### config.mk
export PLATFORM = sky130hd
export DESIGN_NAME = forward_ctrl
export DESIGN_NICKNAME = d
export VERILOG_FILES = /design/src/rtl/forward_ctrl_pkg.sv /design/src/rtl/forward_ctrl_fwd_match.sv /design/src/rtl/forward_ctrl.sv
export SDC_FILE = /design/constraint.sdc
export NUM_CORES = 1
export LEC_CHECK = 0
export ABC_CLOCK_PERIOD_IN_PS = 4600
export BUFFER_PORTS_ARGS = -buffer_cell sky130_fd_sc_hd__buf_2
export CAP_MARGIN = 25
export CORE_MARGIN = 10
export CORE_UTILIZATION = 56
export DETAILED_ROUTE_END_ITERATION = 8
export GPL_ROUTABILITY_DRIVEN = 0
export GPL_TIMING_DRIVEN = 0
export PLACE_DENSITY = 0.83
export SYNTH_ARGS = -nofsm -noshare
export SYNTH_HDL_FRONTEND = slang
export SYNTH_HIERARCHICAL = 1
export SYNTH_SLANG_ARGS = --single-unit
### constraint.sdc
create_clock -name clk_i -period 4.6 [get_ports clk_i]
set_input_delay 0.23 -clock clk_i [delete_from_list [all_inputs] [get_ports clk_i]]
set_output_delay 0.23 -clock clk_i [all_outputs]
set_load 0.05 [all_outputs]
### src/rtl/forward_ctrl_pkg.sv
// Shared definitions for the EX-stage forwarding / load-use hazard controller.
// Holds the operand-select codes, the per-stage tracking record and a helper
// that decides whether a tracked stage produces a given source register.
package forward_ctrl_pkg;

    localparam int REG_ADDR_W  = 5;
    localparam int STALL_CNT_W = 16;

    // Operand-select codes seen by the EX-stage ALU input muxes.
    localparam logic [1:0] FWD_NONE  = 2'b00;   // value from the ID/EX register
    localparam logic [1:0] FWD_EXMEM = 2'b10;   // result held in EX/MEM
    localparam logic [1:0] FWD_MEMWB = 2'b01;   // result held in MEM/WB

    // What we need to remember about an instruction as it moves down the pipe.
    typedef struct packed {
        logic [REG_ADDR_W-1:0] rd;
        logic                  reg_write;
        logic                  mem_read;
    } stage_entry_t;

    // An empty slot: writes nothing, so it can never match a source.
    localparam stage_entry_t STAGE_BUBBLE = '{rd: '0, reg_write: 1'b0, mem_read: 1'b0};

    // A stage produces addr only if it really writes a register other than x0.
    function automatic logic produces_reg(
        input logic                  reg_write,
        input logic [REG_ADDR_W-1:0] rd,
        input logic [REG_ADDR_W-1:0] addr
    );
        return reg_write && (rd != '0) && (rd == addr);
    endfunction

endpackage

### src/rtl/forward_ctrl_fwd_match.sv
// Maps one source register address onto a forward code, given the instruction
// that will sit in EX/MEM and the one that will sit in MEM/WB next cycle.
// The EX/MEM candidate is younger, so it wins when both match.
module fwd_match
    import forward_ctrl_pkg::*;
(
    input  logic [REG_ADDR_W-1:0] src_addr,
    input  logic [REG_ADDR_W-1:0] exmem_rd,
    input  logic                  exmem_reg_write,
    input  logic [REG_ADDR_W-1:0] memwb_rd,
    input  logic                  memwb_reg_write,
    output logic [1:0]            fwd_code
);

    // Older match first, then let the newer result overwrite it.
    always_comb begin
        fwd_code = FWD_NONE;
        if (produces_reg(memwb_reg_write, memwb_rd, src_addr)) begin
            fwd_code = FWD_MEMWB;
        end
        if (produces_reg(exmem_reg_write, exmem_rd, src_addr)) begin
            fwd_code = FWD_EXMEM;
        end
    end

endmodule

### src/rtl/forward_ctrl.sv
// Forwarding and load-use hazard control for a classic 5-stage pipeline.
// Tracks rd/RegWrite/MemRead for the EX, MEM and WB stages and, on the edge
// that moves an instruction from ID into EX, registers the operand-select codes
// it will need in EX. Stall_o flags a load-use hazard combinationally.
// Optional build macro: FWD_STALL_CNT_EN adds the saturating StallCnt_o counter.
module forward_ctrl
    import forward_ctrl_pkg::*;
(
    input  logic                   clk_i,
    input  logic                   rst_i,
    input  logic [REG_ADDR_W-1:0]  ID_RS1addr_i,
    input  logic [REG_ADDR_W-1:0]  ID_RS2addr_i,
    input  logic [REG_ADDR_W-1:0]  ID_RDaddr_i,
    input  logic                   ID_RegWrite_i,
    input  logic                   ID_MemRead_i,
    input  logic                   Flush_i,
    output logic [1:0]             ForwardA_o,
    output logic [1:0]             ForwardB_o,
`ifdef FWD_STALL_CNT_EN
    output logic [STALL_CNT_W-1:0] StallCnt_o,
`endif
    output logic                   Stall_o
);

    localparam int NUM_SRC   = 2;   // operand A (rs1) and operand B (rs2)
    localparam int NUM_STAGE = 3;   // index 0 = EX, 1 = MEM, 2 = WB

    stage_entry_t          stage_reg [NUM_STAGE];
    stage_entry_t          ex_next;
    logic                  stall;
    logic                  kill_id;
    logic [REG_ADDR_W-1:0] src_addr  [NUM_SRC];
    logic [1:0]            code_next [NUM_SRC];
    logic [1:0]            fwd_reg   [NUM_SRC];

    assign src_addr[0] = ID_RS1addr_i;
    assign src_addr[1] = ID_RS2addr_i;

    // A load in EX whose result the ID instruction needs cannot be forwarded in time.
    always_comb begin
        stall = stage_reg[0].mem_read && (stage_reg[0].rd != '0) &&
                ((stage_reg[0].rd == ID_RS1addr_i) || (stage_reg[0].rd == ID_RS2addr_i));
    end

    // Stall or flush both turn the ID instruction into a bubble on its way into EX.
    always_comb begin
        kill_id = stall || Flush_i;
        ex_next = '{rd: ID_RDaddr_i, reg_write: ID_RegWrite_i, mem_read: ID_MemRead_i};
        if (kill_id) begin
            ex_next = STAGE_BUBBLE;
        end
    end

    // Current EX becomes next EX/MEM, current MEM becomes next MEM/WB.
    generate
        for (genvar gi = 0; gi < NUM_SRC; gi++) begin : g_src
            fwd_match u_fwd_match (
                .src_addr        (src_addr[gi]),
                .exmem_rd        (stage_reg[0].rd),
                .exmem_reg_write (stage_reg[0].reg_write),
                .memwb_rd        (stage_reg[1].rd),
                .memwb_reg_write (stage_reg[1].reg_write),
                .fwd_code        (code_next[gi])
            );
        end
    endgenerate

    // Shift the stage trackers; EX takes the (possibly squashed) ID instruction.
    always_ff @(posedge clk_i or negedge rst_i) begin
        if (!rst_i) begin
            for (int i = 0; i < NUM_STAGE; i++) begin
                stage_reg[i] <= STAGE_BUBBLE;
            end
        end else begin
            stage_reg[0] <= ex_next;
            for (int i = 1; i < NUM_STAGE; i++) begin
                stage_reg[i] <= stage_reg[i-1];
            end
        end
    end

    // Register the codes so they hold for the whole EX cycle of the instruction.
    always_ff @(posedge clk_i or negedge rst_i) begin
        if (!rst_i) begin
            for (int i = 0; i < NUM_SRC; i++) begin
                fwd_reg[i] <= FWD_NONE;
            end
        end else begin
            for (int i = 0; i < NUM_SRC; i++) begin
                fwd_reg[i] <= kill_id ? FWD_NONE : code_next[i];
            end
        end
    end

    assign ForwardA_o = fwd_reg[0];
    assign ForwardB_o = fwd_reg[1];
    assign Stall_o    = stall;

`ifdef FWD_STALL_CNT_EN
    logic [STALL_CNT_W-1:0] stall_cnt_reg;

    // Count load-use stall cycles, sticking at all-ones.
    always_ff @(posedge clk_i or negedge rst_i) begin
        if (!rst_i) begin
            stall_cnt_reg <= '0;
        end else if (stall && (stall_cnt_reg != {STALL_CNT_W{1'b1}})) begin
            stall_cnt_reg <= stall_cnt_reg + 1'b1;
        end
    end

    assign StallCnt_o = stall_cnt_reg;
`endif

endmodule
Word-level counts from Yosys, hierarchy flattened. Cells that the tools add are included.

Add/sub/neg operators: 0. $mul: 0. Div/mod/pow operators: 0. $lt $le $gt $ge: 0. Eq/ne operators: 4. Shifts and indexed selects: 0. Mux-type cells: 7. Bitwise operators: 0. Reduce and logical (&&, ||, !) cells: 12.

Operators by type and width (number): 5-bit == test (4); 5-bit nonzero test (2); 1-bit logical AND (8); 2-bit two-way mux (4); 7-bit two-way mux (1); 1-bit logical OR (2); 1-bit two-way mux (2).

Register bits after elaboration: 17. Bits in latches: 0. Memory bits (writable): 0. Memory bits (read-only): 0. Input port bits: 20. Memories kept: 0.

Longest topological paths before layout.
Word-level depth: 6. Gate-level depth with buffers: 6. Gate-level depth less buffers: 6.

Modules after synthesis. Netlist, hierarchy kept.

Modules (own cells, without submodules): forward_ctrl (instances 1, cells each 60, area each 740.7 um^2, seq. area each 425.4 um^2); fwd_match (instances 2, cells each 20, area each 151.4 um^2, seq. area each 0.0 um^2).

Worst setup path after synthesis. Ideal clock, no wire load.

Path type: register -> output. Start: register stage_reg[16] in the netlist's numbering. End: output port Stall_o. Data arrival time: 1472 ps. Setup slack: 2898 ps. Cell stages (with the launch flop): 4. Cell sequence: dfrtp_1 -> or4_1 -> o21a_1 -> and2_2.

Cells in the longest elaborated chain, start to end: 3.

Ends and longest elaborated chain: from (decl) (RTL line forward_ctrl.sv:28) `stage_entry_t stage_reg [NUM_STAGE];`; from (signal, indexed assignment) (RTL line forward_ctrl.sv:77) `stage_reg[i] <= stage_reg[i-1];`; 5-bit == test / 5-bit nonzero test (equally long branches) (RTL line forward_ctrl.sv:42, forward_ctrl.sv:41); 1-bit logical OR / 1-bit logical AND (equally long branches) (RTL line forward_ctrl.sv:42, forward_ctrl.sv:41); 1-bit logical AND * (RTL line forward_ctrl.sv:41) `stall = stage_reg[0].mem_read && (stage_reg[0].rd != '0) &&`; to (decl) (RTL line forward_ctrl.sv:22) `output logic Stall_o`.

Every way passes the cells marked *; elsewhere a longest branch is shown, timed or not.

Final worst setup path. Same ends and word-level chain as after synthesis.

==> summary.txt <==
reg2reg path depth -> 4
Die H -> 63.2 um
Tcrit/Tclk final -> 47.5%
FF-to-FF setup slack -> 2970 ps
DIE WIDTH -> 63.2 um
max frequency -> 0.457 GHz
reg2reg end -> stage_reg[17]
Syn Area/Cell -> 10.4 um^2
RSZ-0062 raised after global routing -> false
register area share after synthesis -> 40.8%
post-DP HPWL -> 1750 um
Synth Cell Area -> 1040 um^2
pwr dens -> 253 nW/um^2
TritonCTS buffer count -> 3
DP Area -> 1190 um^2
setup TNS -> 0 ps
first-pass GRT wire length -> 3770 um
post-route ant nets -> 0
Slew @ Worst Pin -> 381 ps
worst r2r src -> stage_reg[16]
initial DRC count -> 15
nets -> 150
core area -> 1750 um^2
TritonCTS clock tree -> built
WL/cell -> 14.8 um
Syn Inst Count -> 100
Yosys Warn Count -> 6
Worst slew margin -> 74.6%
Synth cell types -> 21
ratio of cells with drive above 1 in the final layout -> 35.7%
clk_lat worst skew -> 290 ps
Worst setup EP type -> primary output
initial antenna violation count -> 0
row count -> 15
Max-Cap Viols -> 0
Clk pin slew, worst setup/hold paths -> 100 ps
CTS resizes -> 0
status -> complete, no violations
Setup Skew -> 4.91 ps
clock sink count -> 17
Hold Crit Depth -> 3
clk root buf -> clkbuf_4
clk buf depth -> 2
CP Class -> register to primary output
Final Max Tran Viols -> 0
synthesized flop and latch total -> 17
Hold EP -> stage_reg[18]
# hold bufs at CTS -> 1
htree depth -> 1
share of the synthesized area in the top cell type -> 40.8%
gr ovfl total -> 0
vias post-DR -> 805
Total Power -> 311 uW
port bufs -> 24
vias per cell -> 5.23
drt pass-1 iters -> 4
area delta synth->final -> 18.0%
largest area contributor in the synthesized netlist -> dfrtp_1
Leakage -> 0.519 nW
Top-Level Pins -> 25
total global routing track utilization -> 11.5%
Synth area leaders -> dfrtp_1 (41%), xnor2_1 (17%), a21oi_2 (8.4%)
Final Instance Area -> 1230 um^2
startpoint types -> register
Hold Fails Final Rpt -> 0
min-delay src -> ID_RDaddr_i[2]
crit path DAT -> 1960 ps
Largest register FFs -> 13
Post-Syn Nets -> 120
crit-path max FO -> 8
ANT cells -> 0
final setup fails -> 0
Starting Density -> 59.8%
CP required -> 4370 ps
Routed WL -> 2280 um
vias in the first global route -> 833
HP Class -> input port to register
largest net degree at the start of global routing -> 18
VDD IR max -> 0.000201 V
die area -> 3990 um^2
DRC Markers -> 0
min cycle time layout -> 2190 ps
post-CTS setup buffers -> 0
worst max-delay path, stage by stage (launching register included):
cell and delay (ps):
dfrtp_1 520, or4_1 540, o21a_1 220, and2_2 190, buf_2 200
layout make-up:
cell class	count	area [um^2]
Clock buffer	4	26.3
Fill cell	136	514
Multi-Input combinational cell	80	598
Tap cell	25	31.3
Sequential cell	17	425
Buffer	3	20.0
Timing Repair Buffer	25	130
through the flow:
step	hold slack [ps]	setup slack, ps	instances	util (%)
floorplan	-65.6	2900	100	-
global placement	162	2750	149	68.5
detailed placement	168	2730	149	68.5
CTS	165	2410	154	70.5
global route	163	2360	154	70.5
finish	166	2410	154	70.5
layout by cell type, fill, tap and decap left out, types with 4 or more instances in the layout:
master,instances
nand2_1,6
buf_2,25
nand2b_1,11
nand3_1,6
a21oi_2,10
dfrtp_1,17
nor3_1,4
xnor2_1,20
xor2_1,6
cells by family (layout without fill, tap and decap cells):
family	count (synthesis)	in the layout	synth area share, %
flops	17	17	40.8
xor+xnor	26	26	21.8
compound gates	19	19	16.7
simple gates	35	35	18.8
buf+inv	3	32	1.92
worst max path at each step:
stage	startpoint	cells after the start	endpoint	slack, ps
6_report	stage_reg[16]	4	Stall_o	2410
5_1_grt	stage_reg[16]	4	Stall_o	2360
4_1_cts	stage_reg[16]	4	Stall_o	2410
3_5_place_dp	stage_reg[16]	4	Stall_o	2730
3_3_place_gp	stage_reg[16]	4	Stall_o	2750
2_1_floorplan	stage_reg[16]	3	Stall_o	2900
Yosys cell counts:
cell type	number
xnor2_1	20
dfrtp_1	17
nand2b_1	11
a21oi_2	10
nand2_1	6
nand3_1	6
xor2_1	6
nor3_1	4
a21oi_1	3
a211oi_2	2
nor2_1	2
nor3_2	2
nor4_1	2
o41ai_2	2
and2_2	1
buf_2	1
buf_6	1
clkbuf_1	1
o21a_1	1
o22ai_1	1
or4_1	1
layer usage:
metal	track usage (%)	up-vias	wire, um
met5	0	-	0
met4	5.03	0	30
met3	2.65	4	109
met2	17.0	24	1050
met1	15.4	376	1090
li1	-	401	-
report_power, final:
| part | internal [mW] | switching (mW) |
|---|---|---|
| logic | 0.0314 | 0.0336 |
| clock network | 0.0337 | 0.0465 |
| registers | 0.156 | 0.0106 |
Power figures use the tool's default switching activity.
